## src/rtl/mmio_io_port.sv

```systemverilog
// mmio_io_port: memory-mapped LED / button peripheral on the processor data bus.
// Holds an LED register, synchronises and debounces the buttons, latches
// rising edges as sticky flags and raises a registered level interrupt.
//
// Bus handshake: wr_en and rd_en are single-cycle strobes with no back-pressure.
// A write takes effect at the clock edge that samples wr_en. A read sampled
// with rd_en at edge N returns rdata with rd_valid=1 after edge N+1, using the
// register contents from before any same-cycle write. rd_valid is low on every
// other cycle, and rdata then holds its last value.
module mmio_io_port #(
  parameter int LED_W     = 16,
  parameter int NBTN      = 5,
  parameter int DB_CYCLES = 4,
  parameter int ADDR_W    = 3
) (
  input  logic              clk,
  input  logic              reset,
  input  logic              wr_en,
  input  logic              rd_en,
  input  logic [ADDR_W-1:0] addr,
  input  logic [31:0]       wdata,
  output logic [31:0]       rdata,
  output logic              rd_valid,
  input  logic [NBTN-1:0]   btn,
  output logic [LED_W-1:0]  led,
  output logic              irq
);

  localparam int CW = $clog2(DB_CYCLES + 1);
  localparam logic [CW-1:0] CNT_LAST = CW'(DB_CYCLES - 1);

  localparam logic [ADDR_W-1:0] A_LED   = ADDR_W'(0);
  localparam logic [ADDR_W-1:0] A_SET   = ADDR_W'(1);
  localparam logic [ADDR_W-1:0] A_CLR   = ADDR_W'(2);
  localparam logic [ADDR_W-1:0] A_LEVEL = ADDR_W'(3);
  localparam logic [ADDR_W-1:0] A_EDGE  = ADDR_W'(4);
  localparam logic [ADDR_W-1:0] A_MASK  = ADDR_W'(5);

  logic [LED_W-1:0] led_q;
  logic [NBTN-1:0]  sync1_q, sync2_q;
  logic [NBTN-1:0]  level_q, level_nxt;
  logic [NBTN-1:0]  edge_q, edge_nxt;
  logic [NBTN-1:0]  mask_q;
  logic [NBTN-1:0]  rise;
  logic [CW-1:0]    cnt_q   [NBTN];
  logic [CW-1:0]    cnt_nxt [NBTN];
  logic [31:0]      rd_mux;
  logic             edge_w1c;

  // Upper wdata bits beyond the register widths have no destination.
  logic unused_wdata;
  assign unused_wdata = ^wdata;

  assign led      = led_q;
  assign edge_w1c = wr_en && (addr == A_EDGE);

  // LED register: plain write, bitwise set and bitwise clear.
  always_ff @(posedge clk) begin
    if (!reset) begin
      led_q <= '0;
    end else if (wr_en) begin
      case (addr)
        A_LED:   led_q <= wdata[LED_W-1:0];
        A_SET:   led_q <= led_q | wdata[LED_W-1:0];
        A_CLR:   led_q <= led_q & ~wdata[LED_W-1:0];
        default: led_q <= led_q;
      endcase
    end
  end

  // Two-flop synchroniser for the raw asynchronous buttons.
  always_ff @(posedge clk) begin
    if (!reset) begin
      sync1_q <= '0;
      sync2_q <= '0;
    end else begin
      sync1_q <= btn;
      sync2_q <= sync1_q;
    end
  end

  // Debounce: a change is accepted after DB_CYCLES consecutive differing
  // samples; any sample matching the current level restarts the count.
  always_comb begin
    level_nxt = level_q;
    for (int i = 0; i < NBTN; i++) begin
      cnt_nxt[i] = '0;
      if (sync2_q[i] != level_q[i]) begin
        if (cnt_q[i] == CNT_LAST) begin
          level_nxt[i] = sync2_q[i];
        end else begin
          cnt_nxt[i] = cnt_q[i] + CW'(1);
        end
      end
    end
    rise = level_nxt & ~level_q;
    // A new rising edge beats a simultaneous write-one-to-clear.
    edge_nxt = edge_q;
    if (edge_w1c) begin
      edge_nxt = edge_q & ~wdata[NBTN-1:0];
    end
    edge_nxt = edge_nxt | rise;
  end

  // Debounce state, sticky edge flags, interrupt mask and interrupt register.
  always_ff @(posedge clk) begin
    if (!reset) begin
      level_q <= '0;
      edge_q  <= '0;
      mask_q  <= '0;
      irq     <= 1'b0;
      for (int i = 0; i < NBTN; i++) begin
        cnt_q[i] <= '0;
      end
    end else begin
      level_q <= level_nxt;
      edge_q  <= edge_nxt;
      irq     <= |(edge_q & mask_q);
      if (wr_en && (addr == A_MASK)) begin
        mask_q <= wdata[NBTN-1:0];
      end
      for (int i = 0; i < NBTN; i++) begin
        cnt_q[i] <= cnt_nxt[i];
      end
    end
  end

  // Read mux over current register contents; unused upper bits read 0.
  always_comb begin
    rd_mux = '0;
    case (addr)
      A_LED:   rd_mux[LED_W-1:0] = led_q;
      A_LEVEL: rd_mux[NBTN-1:0]  = level_q;
      A_EDGE:  rd_mux[NBTN-1:0]  = edge_q;
      A_MASK:  rd_mux[NBTN-1:0]  = mask_q;
      default: rd_mux = '0;
    endcase
  end

  // Registered read response, one cycle after the strobe.
  always_ff @(posedge clk) begin
    if (!reset) begin
      rdata    <= '0;
      rd_valid <= 1'b0;
    end else begin
      rd_valid <= rd_en;
      if (rd_en) begin
        rdata <= rd_mux;
      end
    end
  end

endmodule

```

## config.mk

```make
export PLATFORM = sky130hd
export DESIGN_NAME = mmio_io_port
export DESIGN_NICKNAME = d
export VERILOG_FILES = /design/src/rtl/mmio_io_port.sv
export SDC_FILE = /design/constraint.sdc
export NUM_CORES = 1
export LEC_CHECK = 0
export CAP_MARGIN = 10
export CORE_MARGIN = 2
export CORE_UTILIZATION = 47
export CTS_CLUSTER_SIZE = 40
export DETAILED_ROUTE_END_ITERATION = 12
export PLACE_DENSITY = 0.78
export SETUP_SLACK_MARGIN = 0.05
export SYNTH_ARGS = -nofsm -noshare
export SYNTH_HDL_FRONTEND = slang
export SYNTH_SLANG_ARGS = --single-unit
```

## constraint.sdc

```tcl
create_clock -name clk -period 1.8 [get_ports clk]
set_clock_uncertainty 0.05 [all_clocks]
set_input_delay 0.36 -clock clk [delete_from_list [all_inputs] [get_ports clk]]
set_output_delay 0.36 -clock clk [all_outputs]
set_load 0.01 [all_outputs]
```

## After elaboration in Yosys (flattened, before gate mapping)

Memory sizes are Yosys's and may differ from the RTL's.
Cells that the tools add are included.

- Bits in registers: 59
- Bits in latches: 0
- Memory bits (writable): 15
- Bits in read-only memories: 0
- Input bits: 44
- Output and inout port bits: 50
- Word-level logic and storage cells: 81
- Memories: 1

- $add $sub $neg: 5
- Multipliers: 0
- Divide/modulo/power cells: 0
- $lt $le $gt $ge: 0
- Equal/unequal tests: 15
- Shift-type cells: 0
- Muxes and demuxes: 31
- Bitwise gates (word level): 14
- Reductions and logical operators: 6

Memories:

| name | words | width | rd ports | clocked after memory_dff | write ports | line | source |
|---|---|---|---|---|---|---|---|
| cnt_q | 5 | 3 | 5 | 0 | 5 | 45 | `logic [CW-1:0] cnt_q [NBTN];` |

Operators by type and width:

| kind | number |
|---|---|
| $pmux W16 S3 | 1 |
| $mux W3 | 15 |
| $eq A3 B2 Y1 const B | 7 |
| $pmux W5 S4 | 1 |
| $and A16 B16 Y16 | 1 |
| $not A16 Y16 | 1 |
| $or A16 B16 Y16 | 1 |
| $add A3 B1 Y3 const B | 5 |
| $and A5 B5 Y5 | 3 |
| $mux W1 | 12 |
| $mux W11 | 1 |
| $not A5 Y5 | 2 |
| $eq A3 B3 Y1 const B | 2 |
| $mux W5 | 1 |
| $ne A1 B1 Y1 | 5 |
| $or A1 B1 Y1 | 5 |
| $or A5 B5 Y5 | 1 |
| $reduce_or A5 Y1 | 1 |
| $eq A3 B1 Y1 const B | 1 |
| $logic_not A3 Y1 | 1 |
| $reduce_bool A3 Y1 | 1 |
| $logic_and A1 B1 Y1 | 2 |
| $reduce_and A2 Y1 | 1 |

## Longest topological paths before layout

Gate-level depths: netlist of the first run.
An unclocked memory read counts as a cell.

- Depth in word-level cells: 6
- Depth in mapped cells: 5
- Gate-level depth less buffers: 5

## Least setup slack after synthesis of the first run

OpenSTA, ideal clock, no wires.

- Path kind: input-to-reg
- Start point: input port addr[1]
- End point: register led_q[10] (netlist: led[10])
- Library setup time: 0.091 ns
- Arrival: 1.332 ns
- Data required time: 1.659 ns
- Setup slack: 0.327 ns
- Stages on the path: 5
- Path buffers: 2
- Cell sequence: buf_4 xnor2_2 buf_2 or3_1 a311oi_1

- Longest elaborated chain between the ends: 3
- Elaborated cells on any way between the ends: 6
- Classes of those cells: eq/ne: 2; mux: 1; reduce/logical: 3

RTL lines:

| what | line | source |
|---|---|---|
| start, declared | 20 | `input logic [ADDR_W-1:0] addr,` |
| $eq A3 B2 Y1 (tied with other cells) | 62 | `case (addr)` |
| $reduce_bool A3 Y1 (no source line) | n/a |  |
| $reduce_and A2 Y1 (no source line) | n/a |  |
| end signal, assigned | 63 | `A_LED: led_q <= wdata[LED_W-1:0];` |
| end signal, assigned | 64 | `A_SET: led_q <= led_q \| wdata[LED_W-1:0];` |
| end signal, assigned | 65 | `A_CLR: led_q <= led_q & ~wdata[LED_W-1:0];` |
| end, declared | 39 | `logic [LED_W-1:0] led_q;` |

Parallel ways exist; a longest one is shown, timed or not.
A chain may end at the register's enable or synchronous reset.

## Worst setup path after layout of the first run

- Start point: input port addr[0]
- End point: register led_q[14] (netlist: led[14])

Same word-level chain as after synthesis.

==> implementation parameters, run 1 <==
Parameter                              Value

Cells and area
  Fill cell count ... 547
  Synth-to-Final Area Change ... 32.98%
  Multi-input combinational cell area ... 1528 um^2
  Diode count ... 0
  Storage element area ... 1481 um^2
  Ratio of cells with drive above 1 in the final layout ... 12.09%
  Final net count ... 479

Setup path
  FF-to-FF End ... cnt_q[0][7]$_SDFF_PP0_
  Endpoint arrival time on the critical path ... 1890 ps
  Setup CP Type ... in -> reg
  Depth of the most critical reg-to-reg path ... 4
  Crit path required time ... 1990 ps
  Critical path peak fanout ... 16
  Startpoint types ... input port
  Reg2Reg Setup Slack ... 450 ps
  Reg-to-reg startpoint ... cnt_q[0][6]$_SDFF_PP0_
  Setup crit end kind ... register

Floorplan
  Number of I/O pins ... 94
  Die Y ... 86.59 um
  Initial Util ... 47.98%
  Row cnt ... 30
  Placeable core region ... 6681 um^2
  Area enclosed by the die boundary ... 7497 um^2
  Chip Width ... 86.59 um

Logic synthesis
  Count of flip-flops with a built-in enable after synthesis ... 0
  Number of synthesized register bits ... 74
  Number of warnings reported in the yosys synthesis log ... 0
  Top cell type's share of synthesized area ... 46.21%
  Most instantiated flip-flop cell in the synthesis netlist ... sky130_fd_sc_hd__dfxtp_1
  Sequential fraction of the synthesis area ... 46.21%
  Cells taking the most area after synthesis ... sky130_fd_sc_hd__dfxtp_1, sky130_fd_sc_hd__a21oi_1, sky130_fd_sc_hd__a311oi_1
  Post-synthesis average cell area ... 9.265 um^2
  Distinct cells, synth ... 31
  Area leader, netlist ... sky130_fd_sc_hd__dfxtp_1
  Syn Inst Count ... 346
  Synth top cells by count ... sky130_fd_sc_hd__dfxtp_1, sky130_fd_sc_hd__nor2_1, sky130_fd_sc_hd__a21oi_1
  Synthesized area ... 3206 um^2
  Most frequent cell after synthesis ... sky130_fd_sc_hd__dfxtp_1
  Async set-or-reset flop fraction in the synthesized netlist ... 0%

Timing
  Number of endpoints with negative hold slack in the final report ... 0
  RSZ-0062 raised after global routing ... false
  Min setup slack post-route ... 104.8 ps
  Final Critical Period ... 1695 ps
  Fmax ... 0.5899 GHz
  Final max-slew violation count ... 0
  Final setup TNS ... 0 ps
  Final worst-path cycle share ... 94.18%
  # setup viols final ... 0

Worst hold path
  Hold Crit Depth ... 1
  Path category of the worst min-delay check ... reg -> reg
  Endpoint with the worst hold slack ... cnt_q[0][3]$_SDFF_PP0_
  Hold_sp ... cnt_q[0][3]$_SDFF_PP0_

Pwr
  Power, Total ... 0.003474 W
  Worst voltage drop across the vdd grid ... 0.4720 mV
  Pleak ... 1.628 nW
  Power density relative to cell area ... 814.9 nW/um^2

Route
  DRT antenna net count ... 0
  Final Routed Wirelength ... 7140 um
  Wire length per cell after detailed routing ... 14.00 um
  Total DRC errors in the routed layout ... 0
  Vias after detailed routing ... 2685
  Met2 WL post-DR ... 3461 um
  Met1 Wirelength ... 3213 um
  Drt first pass iters ... 4
  Wire length on met3 ... 307 um
  Number of DRC markers after the initial detailed-route iteration ... 120
  Highest metal layer with signal wires ... met4
  Via density per instance ... 5.265

Placed design
  Buffers added on ports ... 61
  Post-placement setup slack ... -277.8 ps
  Post-DP HPWL ... 5181 um
  Final weighted congestion in routability-driven placement ... 0.7925

Global route
  Wire length of the first global-routing pass ... 11730 um
  Largest net degree at the start of global routing ... 20
  Final global-route overflow total ... 0
  Number of antenna violations at the first check in global routing ... 0
  Total GRT Usage ... 20.03%
  Number of global-route vias before repair ... 2570

Clock network
  Library cell used as clock root buffer ... sky130_fd_sc_hd__clkbuf_8
  Clk buf depth ... 2
  Clk pin slew, worst setup/hold paths ... 70 ps
  Clock latency of the later-clocked register in the worst-skew pair ... 340 ps
  Setup Buffers After CTS ... 0
  Sink count of the clock tree ... 74
  CTS tree ... built
  Max H-tree Level ... 3
  Total CTS buffers ... 9

Status
  Outcome ... finished, final reports clean

Flow run
  Maximum capacitance violations ... 0
-- per-layer routing --
| metal | track usage, % | vias to the layer above |
|---|---|---|
| li1 | - | 1338 |
| met1 | 25.24 | 1268 |
| met2 | 32.66 | 67 |
| met3 | 4.762 | 12 |
| met4 | 8.807 | 0 |
| met5 | 0 | - |
-- metrics by stage --
step / cells / hold slack (ps) / util (%) / cell area [um^2]
2_1_floorplan: 361 / 349.0 / - / 3262
3_3_place_gp: 494 / 357.1 / 60.17 / 4020
3_5_place_dp: 494 / 366.9 / 60.17 / 4020
4_1_cts: 510 / 378.0 / 63.80 / 4263
5_1_grt: 510 / 395.0 / 63.80 / 4263
6_report: 510 / 376.2 / 63.80 / 4263
-- cell usage in the layout (no fill, tap or decap), types with 2 or more instances in the layout --
cell                               n
sky130_fd_sc_hd__a211oi_1          5
sky130_fd_sc_hd__a21oi_1          30
sky130_fd_sc_hd__a311oi_1         16
sky130_fd_sc_hd__a32o_1            4
sky130_fd_sc_hd__and2_1           10
sky130_fd_sc_hd__and4b_1           5
sky130_fd_sc_hd__buf_12            3
sky130_fd_sc_hd__buf_4            24
sky130_fd_sc_hd__bufinv_16         2
sky130_fd_sc_hd__clkbuf_8         11
sky130_fd_sc_hd__clkdlybuf4s50_1  60
sky130_fd_sc_hd__conb_1           16
sky130_fd_sc_hd__dfxtp_1          74
sky130_fd_sc_hd__ha_1             10
sky130_fd_sc_hd__inv_1            17
sky130_fd_sc_hd__mux2_2            5
sky130_fd_sc_hd__mux2i_1          10
sky130_fd_sc_hd__nand2_1          27
sky130_fd_sc_hd__nand2b_1          2
sky130_fd_sc_hd__nor2_1           36
sky130_fd_sc_hd__nor2b_1          13
sky130_fd_sc_hd__nor4b_1           5
sky130_fd_sc_hd__o31ai_1           5
sky130_fd_sc_hd__or3_1            21
sky130_fd_sc_hd__xnor2_1           6
-- layout make-up --
class                      instances  area share [%]
clock inverter                     4           1.732
tap                               80           2.348
timing repair buffer              89           20.19
inverter                          17           1.497
clock buffer                      12           3.640
sequential                        74           34.75
multi-input combinational        234           35.84
-- sequential cells by signal (all words and copies together), names as in the netlist --
| name | flops |
|---|---|
| edge_q | 5 |
| rdata | 16 |
| sync2_q | 5 |
| sync1_q | 5 |
| irq | 1 |
| led | 16 |
| rd_valid | 1 |
| cnt_q | 15 |
| level_q | 5 |
| mask_q | 5 |
-- repair_timing --
action,CTS,global route
hold buffers,0,0
endpoints found under the setup margin,1,0
gates resized for setup,3,0
-- cells by family after synthesis --
kind of cell | synth area share (%)
AO/OA/AOI/OAI | 13.51
XOR/XNOR | 2.147
adder cells (fa/ha/maj) | 3.903
buffers and inverters | 8.626
flip-flops | 46.21
multiplexers | 4.879
other | 0.1170
AND/OR/NAND/NOR | 20.61
-- critical path, cell delays in order --
cell and delay, ps:
sky130_fd_sc_hd__clkdlybuf4s50_1 450, sky130_fd_sc_hd__buf_12 170, sky130_fd_sc_hd__xnor2_4 190, sky130_fd_sc_hd__or3_1 390, sky130_fd_sc_hd__a311oi_1 320
-- how the worst max path moves through the flow --
stage / end / slack (ps) / start / depth (start not counted)
finish: led[14]$_SDFFE_PN0P_ / 100 / addr[0] / 5
CTS: led[0] / 90 / led[0]$_SDFFE_PN0P_ / 1
global route: led[7]$_SDFFE_PN0P_ / 60 / addr[2] / 6
detailed placement: led[7]$_SDFFE_PN0P_ / -280 / addr[0] / 5
global placement: led[14]$_SDFFE_PN0P_ / -190 / addr[0] / 5
floorplan: led[10]$_SDFFE_PN0P_ / 330 / addr[1] / 5
-- where the power goes --
part / internal (W) / switching [W] / leakage (nW)
combinational: 0.000173 / 0.000172 / 0.911
clock: 0.000857 / 0.000588 / 0.117
sequential: 0.00167 / 0.0000177 / 0.600
Power figures use the tool's default switching activity.
==> inputs of run 2 (changes only) <==
--- a/config.mk
+++ b/config.mk
@@ -6,10 +6,12 @@
 export NUM_CORES = 1
 export LEC_CHECK = 0
 export CAP_MARGIN = 10
+export CORE_ASPECT_RATIO = 1.5
 export CORE_MARGIN = 2
 export CORE_UTILIZATION = 47
 export CTS_CLUSTER_SIZE = 40
 export DETAILED_ROUTE_END_ITERATION = 12
+export HOLD_SLACK_MARGIN = 0.15
 export PLACE_DENSITY = 0.78
 export SETUP_SLACK_MARGIN = 0.05
 export SYNTH_ARGS = -nofsm -noshare
==> implementation parameters, run 2 (synthesis results as in run 1) <==
Parameter                              Value

Floorplan
  Area enclosed by the die boundary ... 7511 um^2 (+0.18%)
  Chip Width ... 71.43 um (-18%)
  Number of I/O pins ... 94 (unchanged)
  Placeable core region ... 6531 um^2 (-2.2%)
  Die Y ... 105.1 um (+21%)
  Row cnt ... 36 (+20%)
  Initial Util ... 49.08% (+1.1 points)

Timing
  Final max-slew violation count ... 0 (unchanged)
  Fmax ... 0.5803 GHz (-1.6%)
  Min setup slack post-route ... 76.61 ps (-28.21 ps)
  Final worst-path cycle share ... 95.74% (+1.6 points)
  Final setup TNS ... 0 ps (unchanged)
  Number of endpoints with negative hold slack in the final report ... 0 (unchanged)
  RSZ-0062 raised after global routing ... false
  Worst hold slack after final layout ... 367.3 ps (-8.843 ps)
  Final Critical Period ... 1723 ps (+28.21 ps)
  # setup viols final ... 0 (unchanged)

Clock network
  Setup Buffers After CTS ... 0 (unchanged)
  Total CTS buffers ... 9 (unchanged)
  Library cell used as clock root buffer ... sky130_fd_sc_hd__clkbuf_8
  Clock latency of the later-clocked register in the worst-skew pair ... 350 ps (about the same)
  Number of buffers added to fix hold violations after cts ... 0 (unchanged)
  Post-cts repair resize count ... 0 (-3)
  Clk buf depth ... 2 (unchanged)
  Clk pin slew, worst setup/hold paths ... 70 ps (about the same)
  Max H-tree Level ... 3 (unchanged)
  Sink count of the clock tree ... 74 (unchanged)
  CTS tree ... built

Worst hold path
  Path category of the worst min-delay check ... reg -> reg
  Endpoint with the worst hold slack ... cnt_q[0][6]$_SDFF_PP0_
  Hold_sp ... cnt_q[0][6]$_SDFF_PP0_
  Hold Crit Depth ... 1 (unchanged)

Global route
  Number of global-route vias before repair ... 2644 (+2.9%)
  Final global-route overflow total ... 0 (unchanged)
  Number of antenna violations at the first check in global routing ... 0 (unchanged)
  Wire length of the first global-routing pass ... 12340 um (+5.2%)
  Largest net degree at the start of global routing ... 27 (+35%)
  Total GRT Usage ... 21.25% (+1.2 points)

Status
  Outcome ... finished, final reports clean

Placed design
  Post-DP HPWL ... 5586 um (+7.8%)
  Final weighted congestion in routability-driven placement ... 0.8292 (+4.6%)
  Buffers added on ports ... 61 (unchanged)
  Post-placement setup slack ... -322.4 ps (-44.64 ps)

Cells and area
  Diode count ... 0 (unchanged)
  Post-layout util ... 65.38% (+1.6 points)
  Ratio of cells with drive above 1 in the final layout ... 12.99% (+0.90 points)
  Commonest non-fill, non-tap cells in the layout ... sky130_fd_sc_hd__dfxtp_1, sky130_fd_sc_hd__clkdlybuf4s50_1, sky130_fd_sc_hd__nor2_1
  Final net count ... 480 (+0.21%)
  Commonest non-fill, non-tap cell in the layout ... sky130_fd_sc_hd__dfxtp_1
  Synth-to-Final Area Change ... 33.22%

Pwr
  Pleak ... 1.713 nW (+5.3%)
  Clock network power share ... 35.9% (-5.7 points)
  Sequential share of power ... 53.1% (+4.6 points)
  Internal power ... 0.002372 W (-12%)
  Combinational group share of total power ... 11.0% (+1.1 points)
  Power, Total ... 0.003173 W (-8.6%)
  Power density relative to cell area ... 743.1 nW/um^2 (-8.8%)
  Switching power share of the total ... 25.26% (+2.9 points)
  Net switching power ... 0.0008015 W (+3.0%)
  Worst voltage drop across the vdd grid ... 0.4785 mV (+1.4%)

Setup path
  Largest stage delay on the critical path ... 580 ps (+130 ps)
  Setup crit end kind ... output pin
  Reg2Reg Setup Slack ... 450 ps (about the same)
  Total stage count of the critical path ... 1 (-4)
  Count of buffer and inverter cells on the critical path ... 1 (-1)
  Cell with the biggest individual delay on the critical path ... sky130_fd_sc_hd__clkdlybuf4s50_1
  Startpoint types ... register
  Crit-path cells ... clkdlybuf4s50_1
  FF-to-FF End ... cnt_q[0][11]$_SDFF_PP0_
  Depth of the most critical reg-to-reg path ... 4 (unchanged)
  Crit path required time ... 1390 ps (-600 ps)
  Reg-to-reg startpoint ... cnt_q[0][9]$_SDFF_PP0_
  Endpoint arrival time on the critical path ... 1310 ps (-580 ps)
  Category of cells accounting for the largest share of critical-path delay ... buffers and inverters
  Critical path peak fanout ... 3 (-13)
  Setup CP Type ... reg -> out

Route
  Met2 WL post-DR ... 3833 um (+11%)
  Drt first pass iters ... 4 (unchanged)
  Total DRC errors in the routed layout ... 0 (unchanged)
  Wire length on met3 ... 334 um (+8.8%)
  DRT antenna net count ... 0 (unchanged)
  Number of DRC markers after the initial detailed-route iteration ... 109 (-9.2%)
  Highest metal layer with signal wires ... met4
  Wire length per cell after detailed routing ... 15.07 um (+7.6%)
  Via density per instance ... 5.369 (+2.0%)
  Final Routed Wirelength ... 7640 um (+7.0%)
  Met1 Wirelength ... 3044 um (-5.3%)
  Vias after detailed routing ... 2722 (+1.4%)

Flow run
  Maximum capacitance violations ... 0 (unchanged)
## run 2: worst reg2reg max path, cell delays in order (launching register included)
cell and delay [ps]:
sky130_fd_sc_hd__dfxtp_1 320, sky130_fd_sc_hd__ha_1 190, sky130_fd_sc_hd__ha_1 200, sky130_fd_sc_hd__or3_1 410
sky130_fd_sc_hd__nor2_1 110
## run 2: stage by stage
| stage | cell area, um^2 | std cells |
|---|---|---|
| 5_1_grt | 4270 | 507 |
| 4_1_cts | 4225 | 507 |
| 3_3_place_gp | 4054 | 491 |
| 6_report | 4270 | 507 |
| 3_5_place_dp | 4054 | 491 |
| 2_1_floorplan | 3262 | 361 |
## run 2: metal layers
layer	global-route usage (%)	up-vias
met5	0	-
li1	-	1337
met3	4.918	26
met1	23.73	1273
met4	15.36	0
met2	34.52	86
## run 2: cell type report
type	instances	area, um^2
Inverter	17	63.81
Clock buffer	11	141.4
Timing Repair Buffer	90	918.4
Sequential cell	74	1483
Tap cell	76	95.09
Fill cell	547	2261
Clock inverter	5	30.03
Multi-Input combinational cell	234	1539
## run 2: worst max-delay path by stage
stage / from / endpoint / slack [ps]
CTS: led[8]$_SDFFE_PN0P_ / led[8] / 50
global route: led[1]$_SDFFE_PN0P_ / led[1] / 20
detailed placement: addr[0] / rdata[1]$_SDFFE_PN0P_ / -320
global placement: addr[0] / rdata[1]$_SDFFE_PN0P_ / -320
floorplan: addr[1] / led[10]$_SDFFE_PN0P_ / 330
finish: led[11]$_SDFFE_PN0P_ / led[11] / 80
## run 2: power groups by stage
| stage | logic (W) | clock network (W) | registers [W] |
|---|---|---|---|
| 2_1_floorplan | 0.000178 | 0 | 0.00172 |
| 3_3_place_gp | 0.000336 | 0 | 0.00172 |
| 3_5_place_dp | 0.000342 | 0 | 0.00172 |
| 4_1_cts | 0.000344 | 0.00116 | 0.00169 |
| 5_1_grt | 0.000380 | 0.00122 | 0.00169 |
| 6_report | 0.000350 | 0.00114 | 0.00169 |
